$ cat config.mk
export PLATFORM = sky130hd
export DESIGN_NAME = izh_spike_encoder_flat
export DESIGN_NICKNAME = d
export VERILOG_FILES = /design/src/rtl/izh_pkg.sv /design/src/rtl/izh_spike_encoder_if.sv /design/src/rtl/izh_spike_encoder_fp32_ge.sv /design/src/rtl/izh_spike_encoder.sv /design/src/flat_wrapper.sv
export SDC_FILE = /design/constraint.sdc
export NUM_CORES = 1
export LEC_CHECK = 0
export CAP_MARGIN = 20
export CORE_MARGIN = 10
export CORE_UTILIZATION = 58
export DETAILED_ROUTE_END_ITERATION = 6
export PLACE_DENSITY = 0.84
export SLEW_MARGIN = 20
export SYNTH_ARGS = -nofsm -noshare
export SYNTH_HDL_FRONTEND = slang
export SYNTH_SLANG_ARGS = --single-unit
$ cat constraint.sdc
create_clock -name clk -period 4.9 [get_ports clk]
set_input_delay 0.98 -clock clk [delete_from_list [all_inputs] [get_ports clk]]
set_output_delay 0.98 -clock clk [all_outputs]
set_load 0.05 [all_outputs]
$ cat src/rtl/izh_pkg.sv
// Shared fp32 field constants, encoder state encoding and the spike event payload
// for the Izhikevich neuron pipeline.
package izh_pkg;

  localparam int unsigned SIGN_BIT = 31;
  localparam int unsigned EXP_MSB  = 30;
  localparam int unsigned EXP_LSB  = 23;
  localparam int unsigned MANT_W   = 23;

  localparam logic [31:0] FP32_30 = 32'h41F0_0000;

  localparam int unsigned EV_TS_W = 16;

  typedef enum logic {
    ARMED = 1'b0,
    REFR  = 1'b1
  } state_t;

  // Spike event as seen by the router: the step index at which the neuron fired
  typedef struct packed {
    logic [EV_TS_W-1:0] ts;
  } spike_ev_t;

endpackage

$ cat src/rtl/izh_spike_encoder_if.sv
// Step input and spike-event stream between the neuron core, the encoder and the router.
interface izh_spike_encoder_if #(
  parameter int unsigned TS_W = 16
);
  logic            step_valid;
  logic [31:0]     v_in;
  logic            spike;
  logic            ev_valid;
  logic            ev_ready;
  logic [TS_W-1:0] ev_time;
  logic            ovf;
  logic            refractory;

  modport master (
    input  step_valid, v_in, ev_ready,
    output spike, ev_valid, ev_time, ovf, refractory
  );

  modport slave (
    output step_valid, v_in, ev_ready,
    input  spike, ev_valid, ev_time, ovf, refractory
  );
endinterface

$ cat src/rtl/izh_spike_encoder_fp32_ge.sv
// Combinational fp32 a >= b: NaN on either side is false, -0 equals +0, infinities
// order naturally through their bit patterns.
module fp32_ge
  import izh_pkg::*;
(
  input  logic [31:0] a,
  input  logic [31:0] b,
  output logic        ge_c
);

  logic        a_nan;
  logic        b_nan;
  logic        both_zero;
  logic [30:0] mag_a;
  logic [30:0] mag_b;

  always_comb begin
    a_nan     = (a[EXP_MSB:EXP_LSB] == '1) && (a[MANT_W-1:0] != '0);
    b_nan     = (b[EXP_MSB:EXP_LSB] == '1) && (b[MANT_W-1:0] != '0);
    mag_a     = a[SIGN_BIT-1:0];
    mag_b     = b[SIGN_BIT-1:0];
    both_zero = (mag_a == '0) && (mag_b == '0);
    ge_c      = 1'b0;
    if (a_nan || b_nan) begin
      ge_c = 1'b0;
    end else if (both_zero) begin
      ge_c = 1'b1;
    end else begin
      // sign-magnitude: negative values order inversely by magnitude
      unique case ({a[SIGN_BIT], b[SIGN_BIT]})
        2'b00:   ge_c = (mag_a >= mag_b);
        2'b11:   ge_c = (mag_a <= mag_b);
        2'b01:   ge_c = 1'b1;
        default: ge_c = 1'b0;
      endcase
    end
  end

endmodule

$ cat src/rtl/izh_spike_encoder.sv
// Threshold-crossing spike encoder: fires the neuron reset pulse, applies a refractory
// window and queues timestamped spike events in a small FIFO toward the router.
module izh_spike_encoder
  import izh_pkg::*;
#(
  parameter logic [31:0] THRESH = FP32_30,
  parameter int unsigned TS_W   = 16,
  parameter int unsigned DEPTH  = 8,
  parameter int unsigned REFRAC = 2
) (
  input  logic                clk,
  input  logic                rst_n,
  izh_spike_encoder_if.master bus
);

  localparam int unsigned AW = $clog2(DEPTH);
  localparam int unsigned PW = AW + 1;
  localparam int unsigned RW = (REFRAC > 1) ? $clog2(REFRAC) : 1;

  state_t          state_q, state_d;
  logic [RW-1:0]   rcnt_q, rcnt_d;
  logic [TS_W-1:0] ts_q;
  logic [TS_W-1:0] mem_q [DEPTH];
  logic [PW-1:0]   wr_q, rd_q, wr_d, rd_d;
  logic [TS_W-1:0] head_d;
  logic [TS_W-1:0] ev_time_q;
  logic            ge_c, fire, pop, push, full;
  logic            spike_q, ev_valid_q, ovf_q, refr_q;

  fp32_ge u_ge (
    .a    (bus.v_in),
    .b    (THRESH),
    .ge_c (ge_c)
  );

  // Refractory FSM: REFR swallows REFRAC steps before re-arming
  always_comb begin
    state_d = state_q;
    rcnt_d  = rcnt_q;
    fire    = 1'b0;
    unique case (state_q)
      ARMED: begin
        if (bus.step_valid && ge_c) begin
          fire = 1'b1;
          if (REFRAC != 0) begin
            state_d = REFR;
            rcnt_d  = RW'(REFRAC - 1);
          end
        end
      end
      REFR: begin
        if (bus.step_valid) begin
          if (rcnt_q == '0) state_d = ARMED;
          else              rcnt_d  = rcnt_q - RW'(1);
        end
      end
      default: state_d = ARMED;
    endcase
  end

  // FIFO control; a pop on a full FIFO frees the slot for a same-cycle push
  always_comb begin
    full   = (wr_q[AW] != rd_q[AW]) && (wr_q[AW-1:0] == rd_q[AW-1:0]);
    pop    = ev_valid_q && bus.ev_ready;
    push   = fire && (!full || pop);
    rd_d   = rd_q + PW'(pop);
    wr_d   = wr_q + PW'(push);
    head_d = (push && (wr_q[AW-1:0] == rd_d[AW-1:0])) ? ts_q : mem_q[rd_d[AW-1:0]];
  end

  always_ff @(posedge clk) begin
    if (push) mem_q[wr_q[AW-1:0]] <= ts_q;
  end

  always_ff @(posedge clk or negedge rst_n) begin
    if (!rst_n) begin
      state_q    <= ARMED;
      rcnt_q     <= '0;
      ts_q       <= '0;
      wr_q       <= '0;
      rd_q       <= '0;
      spike_q    <= 1'b0;
      ev_valid_q <= 1'b0;
      ev_time_q  <= '0;
      ovf_q      <= 1'b0;
      refr_q     <= 1'b0;
    end else begin
      state_q    <= state_d;
      rcnt_q     <= rcnt_d;
      wr_q       <= wr_d;
      rd_q       <= rd_d;
      spike_q    <= fire;
      ev_valid_q <= (wr_d != rd_d);
      ovf_q      <= ovf_q | (fire && full && !pop);
      refr_q     <= (state_d == REFR);
      if (bus.step_valid) ts_q      <= ts_q + TS_W'(1);
      if (wr_d != rd_d)   ev_time_q <= head_d;
    end
  end

  assign bus.spike      = spike_q;
  assign bus.ev_valid   = ev_valid_q;
  assign bus.ev_time    = ev_time_q;
  assign bus.ovf        = ovf_q;
  assign bus.refractory = refr_q;

endmodule

$ cat src/flat_wrapper.sv
// flat-port wrapper written by rule: the top's interface ports become plain ports
module izh_spike_encoder_flat import izh_pkg::*;
#(
  parameter logic [31:0] THRESH = FP32_30,
  parameter int unsigned TS_W   = 16,
  parameter int unsigned DEPTH  = 8,
  parameter int unsigned REFRAC = 2
)
  (clk, rst_n, bus_step_valid, bus_v_in, bus_ev_ready, bus_spike, bus_ev_valid, bus_ev_time, bus_ovf, bus_refractory);
  izh_spike_encoder_if #(.TS_W(TS_W)) bus_i ();
  input  logic clk;
  input  logic rst_n;
  input wire logic [$bits(bus_i.step_valid)-1:0] bus_step_valid;
  input wire logic [$bits(bus_i.v_in)-1:0] bus_v_in;
  input wire logic [$bits(bus_i.ev_ready)-1:0] bus_ev_ready;
  output wire logic [$bits(bus_i.spike)-1:0] bus_spike;
  output wire logic [$bits(bus_i.ev_valid)-1:0] bus_ev_valid;
  output wire logic [$bits(bus_i.ev_time)-1:0] bus_ev_time;
  output wire logic [$bits(bus_i.ovf)-1:0] bus_ovf;
  output wire logic [$bits(bus_i.refractory)-1:0] bus_refractory;
  assign bus_i.step_valid = bus_step_valid;
  assign bus_i.v_in = bus_v_in;
  assign bus_i.ev_ready = bus_ev_ready;
  assign bus_spike = bus_i.spike;
  assign bus_ev_valid = bus_i.ev_valid;
  assign bus_ev_time = bus_i.ev_time;
  assign bus_ovf = bus_i.ovf;
  assign bus_refractory = bus_i.refractory;
  izh_spike_encoder #(.THRESH(THRESH), .TS_W(TS_W), .DEPTH(DEPTH), .REFRAC(REFRAC)) u_core (.clk(clk), .rst_n(rst_n), .bus(bus_i));
endmodule
==> reports/qor.csv <==
stage,metric,value,unit
status,status,"complete, no violations",
synthesis,Post-Syn Area,0.00719,mm^2
cts,cts bufs inserted,17,
pwr,Internal,0.00348,W
worst_hold_path,critical hold path startpoint,u_core.bus.ev_time[3]$_DFFE_PN0P_,
floorplanning,Placeable Area,0.0121,mm^2
sta,worst setup margin,0.740,ns
drt,WL/cell,24.6,um
sta,Worst Clk Skew,0.00986,ns
cts,post-CTS setup buffers,0,
pwr,P_sw,0.00208,W
worst_setup_path,WP data arrival,4.43,ns
sta,Worst-Margin Slew,0.829,ns
synthesis,register bit count reported by yosys,173,
grt,initial antenna violation count,0,
drt,DRC,0,
floorplanning,Die Wd,131,um
synthesis,share of Yosys cell area claimed by the top area cell type,53.4,%
cts,CTS max path bufs,2,
final_layout,"commonest non-fill, non-tap cells in the layout","128 x edfxtp_1, 54 x clkdlybuf4s50_1, 45 x dfrtp_1, 32 x mux4_2",
final_layout,Final Instance Area,0.00863,mm^2
sta,Slew headroom,44.7,%
drt,drt first pass iters,5,
final_layout,Final #Nets,540,
worst_hold_path,Min-Delay Path Class,flop to flop,
sta,Final TNS setup,0,ns
worst_setup_path,CP max stage delay,0.66,ns
worst_setup_path,R2R setup slack,1.28,ns
floorplanning,Die Ht,131,um
synthesis,Synth area leaders,"edfxtp_1 53%, dfrtp_1 16%, mux4_2 10%, mux2_2 2.7%, nor4_1 1.9%",
pwr,Logic pwr share,39.4,%
grt,All-Layer GR Usage,19.6,%
floorplanning,IO Pins,56,
drt,DR vias,4322,
cts,CTS Sinks,173,
pwr,Power Density,644,mW/mm^2
worst_setup_path,r2r startpoint,u_core.wr_q[0]$_DFF_PN0_,
worst_setup_path,Setup crit start kind,input port,
worst_setup_path,WP buf/inv,2,
worst_setup_path,CP Max Fanout,17,
synthesis,Netlist cell types,37,
synthesis,Synthesis Warnings,0,
final_layout,post-route non-filler standard cell count,680,
final_layout,# diodes,0,
cts,CTS Hold Bufs,0,
placement,hpwl dp,10500,um
cts,post-cts resize count,0,
worst_setup_path,crit path max-delay cell type,and2_1,
worst_setup_path,WS Path Type,input port to flop,
synthesis,syn nets,467,
floorplanning,Starting Density,59.6,%
job,maximum capacitance violations,0,
final_layout,"most common cell after layout, fill and taps aside",edfxtp_1,
drt,final WL,16700,um
floorplanning,Core Rows,40,
worst_setup_path,cell family with most CP delay,simple AND/OR/NAND/NOR gates,
drt,DR iter-0 viols,497,
final_layout,P&R area growth vs syn,20.0,%
cts,clk slew on worst S/H paths,0.07,ns
worst_setup_path,critical-path cell list,clkdlybuf4s50_1 > or4_1 > o31a_1 > nand3_1 > inv_1 > ha_1 > ha_1 > xor2_1 > xor2_1 > nor3_2 > and2_1 > o31ai_1,
drt,number of nets still failing antenna checks after routing,0,
synthesis,largest area contributor in the netlist,edfxtp_1,
pwr,clock share of power,23.6,%
pwr,Sequential Power Share,37.0,%
sta,"Hold Violations, Final",0,
worst_setup_path,Crit. End Element,flop,
sta,max-slew violations,0,
sta,Fmax achieved,0.240,GHz
grt,largest net degree at the start of global routing,46,
placement,Inst Count DP,648,
pwr,leakage,2.99,nW
worst_setup_path,RR Endpoint,u_core.bus.ev_time[9]$_DFFE_PN0P_,
synthesis,syn avg cell area,16.9,um^2
grt,vias in the first global route,4538,
pwr,switching share of power,37.4,%
drt,vias per inst,6.36,
worst_hold_path,WHS Path Cells,2,
grt,first-pass GRT wire length,26100,um
placement,number of I/O port buffers,55,
sta,min cycle time layout,4.16,ns
sta,Final Setup Violations,0,
pwr,Max VDD drop,0.375,mV
final_layout,layout cells sized above 1,23.2,%
placement,Placed Area,0.00805,mm^2
sta,period utilization,84.9,%
synthesis,"Seq/Total Area, Yosys",69.1,%
cts,H-Tree Depth,4,
cts,clock root cell,clkbuf_16,
worst_setup_path,Worst Path Required,5.17,ns
placement,gp weighted congestion,0.854,
cts,"Clk Latency, worst-skew pair",0.43,ns
sta,RSZ-0062 raised after global routing,false,
worst_hold_path,Min-Delay Endpoint,u_core.bus.ev_time[3]$_DFFE_PN0P_,
worst_setup_path,Worst R2R Path Depth,12,
synthesis,cells after synthesis,426,
cts,CTS tree,done,
grt,total gr overflow,0,
floorplanning,DIE AREA,0.0173,mm^2
placement,Place WS,0.403,ns
## synthesized netlist by cell type
| cell type | count |
|---|---|
| mux2_2 | 17 |
| xor3_1 | 1 |
| o21ai_1 | 2 |
| buf_6 | 2 |
| o31ai_2 | 4 |
| nor4_1 | 22 |
| a211o_1 | 1 |
| buf_1 | 1 |
| xnor2_1 | 15 |
| or4_1 | 1 |
| and2_1 | 3 |
| clkbuf_1 | 10 |
| nor4b_1 | 1 |
| o31ai_1 | 13 |
| o2111ai_1 | 1 |
| nand3_1 | 23 |
| nand2_1 | 18 |
| o21a_1 | 2 |
| and3_1 | 1 |
| a31oi_1 | 16 |
| nor2_1 | 10 |
| dfrtp_1 | 45 |
| o21ai_0 | 1 |
| or2_2 | 1 |
| nor3_2 | 1 |
| ha_1 | 5 |
| mux4_2 | 32 |
| xor2_4 | 1 |
| o31a_1 | 1 |
| buf_2 | 11 |
| o21bai_1 | 1 |
| nor3_1 | 8 |
| edfxtp_1 | 128 |
| xor2_1 | 11 |
| nand2b_1 | 1 |
| inv_1 | 7 |
| nand4_1 | 8 |
## state kept, by name (all words and copies together) (netlist names)
name and flops:
u_core.bus.ev_time 16, u_core.bus.ev_valid 1, u_core.bus.ovf 1, u_core.bus.spike 1, u_core.mem_q 128, u_core.rcnt_q 1
u_core.rd_q 4, u_core.state_q 1, u_core.ts_q 16, u_core.wr_q 4
## tightest hold or removal path: cells and delay by family, from the launching register on
| kind | cells | cell delay (ns) |
|---|---|---|
| simple gates | 1 | 0.07 |
| flops | 1 | 0.34 |
| compound gates | 1 | 0.06 |
## stage by stage
| step | power (W) | hold slack (ns) | util [%] |
|---|---|---|---|
| after floorplan | 0.00357 | 0.440 | - |
| after global placement | 0.00413 | 0.456 | 66.7 |
| after detailed placement | 0.00423 | 0.483 | 66.7 |
| after CTS | 0.00556 | 0.497 | 71.5 |
| after global routing | 0.00579 | 0.537 | 71.5 |
| final | 0.00556 | 0.503 | 71.5 |
## cell type report
class / instances / area [um^2]
fill: 732 / 3430
clock inverter: 15 / 154
tap: 168 / 210
inverter: 7 / 26.3
multi-input combinational: 222 / 2110
timing repair buffer: 78 / 733
clock buffer: 17 / 425
sequential: 173 / 4970
## worst max-delay path by stage
stage                        start                            endpoint  slack (ns)  depth (start not counted)
finish                bus_v_in[25]   u_core.bus.ev_time[9]$_DFFE_PN0P_        0.74                         12
global route          bus_v_in[25]   u_core.bus.ev_time[9]$_DFFE_PN0P_        0.63                         12
CTS                   bus_v_in[25]   u_core.bus.ev_time[9]$_DFFE_PN0P_        0.79                         12
detailed placement    bus_v_in[25]  u_core.bus.ev_time[10]$_DFFE_PN0P_        0.40                         12
global placement      bus_v_in[25]   u_core.bus.ev_time[1]$_DFFE_PN0P_        0.54                         12
floorplan           bus_step_valid        u_core.mem_q[0][0]$_DFFE_PP_        0.60                          8
## power groups by stage
stage	clock network, W	logic, W	registers [W]
finish	0.00131	0.00219	0.00206
global route	0.00137	0.00233	0.00209
CTS	0.00132	0.00219	0.00205
detailed placement	0	0.00215	0.00208
global placement	0	0.00207	0.00207
floorplan	0	0.00134	0.00223
## cell families (layout without fill, tap and decap cells)
logic type / Yosys count / count (layout) / synth area share, %
flip-flops: 173 / 173 / 69.1
AND/OR/NAND/NOR: 98 / 98 / 7.12
multiplexers: 49 / 49 / 12.7
AO/OA/AOI/OAI: 42 / 42 / 4.33
buffers and inverters: 31 / 117 / 2.02
XOR/XNOR: 28 / 28 / 3.88
adder cells (fa/ha/maj): 5 / 5 / 0.870
## per-layer routing
metal / wire length, um / global-route usage [%] / vias to the layer above
met2: 8450 / 32.3 / 201
met1: 6450 / 23.6 / 2229
met3: 1140 / 4.99 / 47
li1: - / - / 1845
met4: 670 / 9.77 / 0
met5: 0 / 0 / -
No activity file was read; power rests on OpenSTA's default activity.
